==> config.mk <==
export PLATFORM = sky130hd
export DESIGN_NAME = alu_arbiter
export DESIGN_NICKNAME = d
export VERILOG_FILES = /design/src/rtl/alu_arbiter.sv
export SDC_FILE = /design/constraint.sdc
export NUM_CORES = 1
export LEC_CHECK = 0
export ABC_AREA = 1
export ABC_CLOCK_PERIOD_IN_PS = 2100
export CAP_MARGIN = 30
export CORE_AREA = 2 2 135 137
export CTS_CLUSTER_SIZE = 8
export DETAILED_ROUTE_END_ITERATION = 10
export DIE_AREA = 0 0 137 139
export DONT_BUFFER_PORTS = 1
export PLACE_DENSITY = 0.42
export REMOVE_ABC_BUFFERS = 1
export SLEW_MARGIN = 5
export SYNTH_ARGS = -nofsm -noshare
export SYNTH_HDL_FRONTEND = slang
export SYNTH_SLANG_ARGS = --single-unit
==> constraint.sdc <==
create_clock -name clk -period 2.1 [get_ports clk]
set_input_delay 0.315 -clock clk [delete_from_list [all_inputs] [get_ports clk]]
set_output_delay 0.315 -clock clk [all_outputs]
set_load 0.05 [all_outputs]
==> src/rtl/alu_arbiter.sv <==
// rtl/alu_arbiter.sv - two-port round-robin arbiter sharing one combinational ALU
module alu_arbiter #(
  parameter int CNT_W = 16
) (
  input  logic             clk,
  input  logic             rst_n,
  input  logic             req_valid_0,
  output logic             req_ready_0,
  input  logic [31:0]      req_a_0,
  input  logic [31:0]      req_b_0,
  input  logic [3:0]       req_op_0,
  input  logic             req_valid_1,
  output logic             req_ready_1,
  input  logic [31:0]      req_a_1,
  input  logic [31:0]      req_b_1,
  input  logic [3:0]       req_op_1,
  output logic             rsp_valid_0,
  input  logic             rsp_ready_0,
  output logic [31:0]      rsp_result_0,
  output logic             rsp_zero_0,
  output logic             rsp_valid_1,
  input  logic             rsp_ready_1,
  output logic [31:0]      rsp_result_1,
  output logic             rsp_zero_1,
  output logic [31:0]      alu_a,
  output logic [31:0]      alu_b,
  output logic [3:0]       alu_control,
  input  logic [31:0]      alu_result,
  input  logic             alu_zero,
  output logic [CNT_W-1:0] grant_cnt_0,
  output logic [CNT_W-1:0] grant_cnt_1
);

  localparam logic [CNT_W-1:0] CNT_MAX = '1;
  localparam logic [CNT_W-1:0] CNT_ONE = {{(CNT_W-1){1'b0}}, 1'b1};

  logic             prio_q, prio_d;
  logic             rsp_valid_0_q, rsp_valid_0_d;
  logic             rsp_valid_1_q, rsp_valid_1_d;
  logic [31:0]      rsp_result_0_q, rsp_result_0_d;
  logic [31:0]      rsp_result_1_q, rsp_result_1_d;
  logic             rsp_zero_0_q, rsp_zero_0_d;
  logic             rsp_zero_1_q, rsp_zero_1_d;
  logic [CNT_W-1:0] cnt_0_q, cnt_0_d;
  logic [CNT_W-1:0] cnt_1_q, cnt_1_d;

  logic elig_0, elig_1;
  logic gnt_0, gnt_1;

  // A port competes when it has a request and its slot is free or draining this cycle.
  always_comb begin
    elig_0 = rst_n && req_valid_0 && (!rsp_valid_0_q || rsp_ready_0);
    elig_1 = rst_n && req_valid_1 && (!rsp_valid_1_q || rsp_ready_1);
    gnt_0  = elig_0 && (!elig_1 || !prio_q);
    gnt_1  = elig_1 && (!elig_0 ||  prio_q);
  end

  assign req_ready_0 = gnt_0;
  assign req_ready_1 = gnt_1;

  // Steer the granted port's operands onto the shared ALU; idle drive is all zeros.
  always_comb begin
    alu_a       = '0;
    alu_b       = '0;
    alu_control = '0;
    if (gnt_0) begin
      alu_a       = req_a_0;
      alu_b       = req_b_0;
      alu_control = req_op_0;
    end else if (gnt_1) begin
      alu_a       = req_a_1;
      alu_b       = req_b_1;
      alu_control = req_op_1;
    end
  end

  // Next state: priority rotation, response slots (load wins over drain), saturating counters.
  always_comb begin
    prio_d         = prio_q;
    rsp_valid_0_d  = rsp_valid_0_q;
    rsp_result_0_d = rsp_result_0_q;
    rsp_zero_0_d   = rsp_zero_0_q;
    rsp_valid_1_d  = rsp_valid_1_q;
    rsp_result_1_d = rsp_result_1_q;
    rsp_zero_1_d   = rsp_zero_1_q;
    cnt_0_d        = cnt_0_q;
    cnt_1_d        = cnt_1_q;

    if (gnt_0) begin
      prio_d = 1'b1;
    end else if (gnt_1) begin
      prio_d = 1'b0;
    end

    if (gnt_0) begin
      rsp_valid_0_d  = 1'b1;
      rsp_result_0_d = alu_result;
      rsp_zero_0_d   = alu_zero;
    end else if (rsp_valid_0_q && rsp_ready_0) begin
      rsp_valid_0_d = 1'b0;
    end

    if (gnt_1) begin
      rsp_valid_1_d  = 1'b1;
      rsp_result_1_d = alu_result;
      rsp_zero_1_d   = alu_zero;
    end else if (rsp_valid_1_q && rsp_ready_1) begin
      rsp_valid_1_d = 1'b0;
    end

    if (gnt_0 && (cnt_0_q != CNT_MAX)) begin
      cnt_0_d = cnt_0_q + CNT_ONE;
    end
    if (gnt_1 && (cnt_1_q != CNT_MAX)) begin
      cnt_1_d = cnt_1_q + CNT_ONE;
    end
  end

  // State registers with synchronous active-low reset discarding pending responses.
  always_ff @(posedge clk) begin
    if (!rst_n) begin
      prio_q         <= 1'b0;
      rsp_valid_0_q  <= 1'b0;
      rsp_result_0_q <= '0;
      rsp_zero_0_q   <= 1'b0;
      rsp_valid_1_q  <= 1'b0;
      rsp_result_1_q <= '0;
      rsp_zero_1_q   <= 1'b0;
      cnt_0_q        <= '0;
      cnt_1_q        <= '0;
    end else begin
      prio_q         <= prio_d;
      rsp_valid_0_q  <= rsp_valid_0_d;
      rsp_result_0_q <= rsp_result_0_d;
      rsp_zero_0_q   <= rsp_zero_0_d;
      rsp_valid_1_q  <= rsp_valid_1_d;
      rsp_result_1_q <= rsp_result_1_d;
      rsp_zero_1_q   <= rsp_zero_1_d;
      cnt_0_q        <= cnt_0_d;
      cnt_1_q        <= cnt_1_d;
    end
  end

  assign rsp_valid_0  = rsp_valid_0_q;
  assign rsp_result_0 = rsp_result_0_q;
  assign rsp_zero_0   = rsp_zero_0_q;
  assign rsp_valid_1  = rsp_valid_1_q;
  assign rsp_result_1 = rsp_result_1_q;
  assign rsp_zero_1   = rsp_zero_1_q;
  assign grant_cnt_0  = cnt_0_q;
  assign grant_cnt_1  = cnt_1_q;

endmodule

==> tab_implementation.tex <==
\begin{tabular}{lr}
\hline
Metric & Value \\
\hline
\multicolumn{2}{l}{\textbf{Status}} \\
Result of the run & completed \\
\multicolumn{2}{l}{\textbf{Setup path}} \\
Data required time at the worst endpoint & between 1500 and 2000 ps \\
Category of the critical setup timing path & reg -> out \\
Kind of start point of the critical path & flop \\
WP data arrival & roughly 1800 ps \\
CP endpoint kind & primary output \\
CP max FO & 8 \\
\multicolumn{2}{l}{\textbf{Yosys}} \\
Register area share after synthesis & 41.4\% \\
Combined area of all synthesized cells & 4880 um2 \\
Fraction of post-synthesis cell area in the top cell type by area & roughly 41\% \\
Cells taking the most area after synthesis & sky130\_fd\_sc\_hd\_\_dfxtp\_1, sky130\_fd\_sc\_hd\_\_nor2\_1, sky130\_fd\_sc\_hd\_\_a22o\_1 \\
Mean instance size in the synthesized netlist & slightly above 7 um2 \\
Library cell occupying the most area in the post-synthesis netlist & sky130\_fd\_sc\_hd\_\_dfxtp\_1 \\
Number of synthesis warnings & 0 \\
Number of different library cells in the post-synthesis netlist & 23 \\
Instance count of the mapped netlist & 680 \\
Flip-flop and latch count after synthesis & slightly above 100 \\
\multicolumn{2}{l}{\textbf{Clock tree}} \\
Number of buffers between clock root and the deepest sink & 2 \\
TritonCTS clock tree & built \\
Count of hold buffers inserted by post-cts repair & 0 \\
Clock tree root buffer cell & sky130\_fd\_sc\_hd\_\_clkbuf\_16 \\
Number of clock buffers inserted by TritonCTS & 9 \\
Reg clk slew, reported paths & 70 ps \\
H-tree depth reported by CTS & 3 \\
Clock latency at the later pin of the worst-skew pair & 360 ps \\
TritonCTS Sinks & 101 \\
\multicolumn{2}{l}{\textbf{Detailed routing}} \\
Average routed wire per standard cell & 24.0 um \\
Total number of vias & 5448 \\
First-iteration detailed-routing DRC count & 316 \\
Final routed wirelength across all metal layers & 24700 um \\
Count of TritonRoute iterations in the first routing pass & 5 \\
Vias/cell & 5.29 \\
ANT nets after route & 0 \\
DRC violations left & 0 \\
\multicolumn{2}{l}{\textbf{Placed design}} \\
Count of input and output buffers & 0 \\
Detailed Place HPWL & 17500 um \\
Standard cell area after detailed placement & roughly 6700 um2 \\
Placer Congestion & 0.921 \\
\multicolumn{2}{l}{\textbf{GRT}} \\
Vias in the first global route & 4713 \\
Aggregate global routing overflow & 0 \\
Met3 Track Usage GR & between 8 and 9\% \\
Met2 demand-to-capacity share in global routing & 37.8\% \\
Total routing usage reported by global routing & 22.2\% \\
Maximum number of pins on one net before global-route repair & 95 \\
Most Used Layer, Global Route & met2 \\
Initial antenna violation count & 1 \\
Wire length of the first global-routing pass & 30900 um \\
Met1 Usage GRT & between 20\% and 30\% \\
\multicolumn{2}{l}{\textbf{Timing}} \\
Number of pins with negative max-slew slack in the final report & 0 \\
Setup skew after layout & 7.41 ps \\
Final setup viols & 0 \\
Final min period & 2090 ps \\
Fin Setup TNS & 0 ps \\
RSZ-0062 raised after global routing & yes \\
Final hold slack & 80.2 ps \\
Endpoints failing hold & 0 \\
Worst slew margin relative to its limit & between 60\% and 70\% \\
Max Fclk & 0.479 GHz \\
Share of the clock period used by the worst path & between 90 and 100\% \\
Actual slew at the worst max-slew pin & approximately 580 ps \\
\multicolumn{2}{l}{\textbf{Final layout}} \\
Nets & 972 \\
Post-route design area & 8100 um2 \\
Proportion of layout cells with a drive suffix above 1 & 29.8\% \\
Layout-stage area growth over the synthesis result & 65.7\% \\
Final cell utilization of the core & 45.8\% \\
\multicolumn{2}{l}{\textbf{Floorplan}} \\
IO Pins & roughly 350 \\
X dimension of the die & 137 um \\
Area enclosed by the die boundary & 19000 um2 \\
Die Ht & 139 um \\
Initial core utilization & 27.7\% \\
Number of rows created at floorplan & 49 \\
Core area & 17700 um2 \\
\multicolumn{2}{l}{\textbf{Flow run}} \\
Max-capacitance violation count & 0 \\
\multicolumn{2}{l}{\textbf{Pwr}} \\
Post-route total power & 5.66 mW \\
LEAKAGE & 3.37 nW \\
Power density over the cells & 699 nW/um2 \\
VDD IR-drop max & 358 uV \\
\multicolumn{2}{l}{\textbf{Worst hold path}} \\
Kind of path behind the tightest hold check & in -> reg \\
\hline
\end{tabular}
stage by stage:
| step | std cells | worst slack [ps] |
|---|---|---|
| floorplan | 637 | -1110 |
| global placement | 978 | 311 |
| detailed placement | 978 | 272 |
| CTS | 995 | -52.7 |
| global route | 1030 | -33.5 |
| finish | 1030 | 10.6 |
synth_stat cells (all sizes together):
library cell and number:
nor2 212, ha 2, xor2 4, a21oi 28
clkinv 4, nand3b 4, nand3 35, dfxtp 101
buf 27, a22o 68, xnor2 2, o21ai 69
nand4 5, inv 19, clkbuf 16, nand2 84
cell families after synthesis:
family / Yosys count / synth area share [%]
compound gates: 165 / 22.2
xor+xnor: 6 / 1.08
buf+inv: 66 / 6.71
fa+ha+maj: 2 / 0.512
simple gates: 340 / 28.1
flops: 101 / 41.4
final cells by class:
class / count / area, um2
Fill cell: 1696 / 9560
Multi-Input combinational cell: 513 / 3060
Timing Repair Buffer: 147 / 2320
Sequential cell: 101 / 2030
Tap cell: 229 / 287
Clock buffer: 10 / 229
Inverter: 23 / 111
Clock inverter: 6 / 63.8
Antenna cell: 1 / 2.50
power by group:
part | internal, mW | switching [mW]
Clock | 0.922 | 0.766
Sequential | 2.01 | 0.390
Combinational | 0.744 | 0.823
cells in the final DEF, fill, tap and decap left out, drive strengths merged:
master / n
nor2: 212
buf: 136
dfxtp: 101
nand2: 84
o21ai: 69
a22o: 68
nand3: 35
a21oi: 28
clkbuf: 21
inv: 17
clkinv: 9
nand4: 5
nand3b: 4
xor2: 4
xnor2: 2
ha: 2
clkinvlp: 2
diode: 1
bufinv: 1
sequential cells by signal (all words and copies together) (netlist names):
signal,flops
rsp_zero_0,1
prio_q,1
rsp_valid_1,1
rsp_result_0,32
rsp_valid_0,1
grant_cnt_0,16
rsp_zero_1,1
grant_cnt_1,16
rsp_result_1,32
routing by layer:
| metal | vias up | wire length (um) |
|---|---|---|
| met3 | 51 | 2350 |
| met5 | - | 53 |
| met2 | 270 | 12000 |
| li1 | 2529 | - |
| met4 | 2 | 795 |
| met1 | 2596 | 9560 |
worst max-delay path, cell delays in order (launching register included):
cell and delay (ps):
sky130_fd_sc_hd__dfxtp_4 360, sky130_fd_sc_hd__nand2_4 80, sky130_fd_sc_hd__nand3_4 60, sky130_fd_sc_hd__nand2_4 110
sky130_fd_sc_hd__clkinv_8 80, sky130_fd_sc_hd__buf_12 130, sky130_fd_sc_hd__clkbuf_16 160, sky130_fd_sc_hd__a22o_4 280
sky130_fd_sc_hd__buf_12 150
timing repair:
item,4_1_cts,5_1_grt
gates resized for setup,5,84
pin swaps,0,17
cloned,1,15
endpoints found under the setup margin,50,68
setup buffers,0,19
final timing paths:
path                        from               to  slack [ps]  depth (start not counted)
setup / recovery     rsp_valid_1         alu_a[6]          10                          8
hold / removal             rst_n  grant_cnt_1[10]          80                          2
setup reg to reg          prio_q  rsp_result_1[9]         430                         11
hold reg to reg   grant_cnt_1[2]   grant_cnt_1[2]         510                          2
No activity file was read; power rests on OpenSTA's default activity.
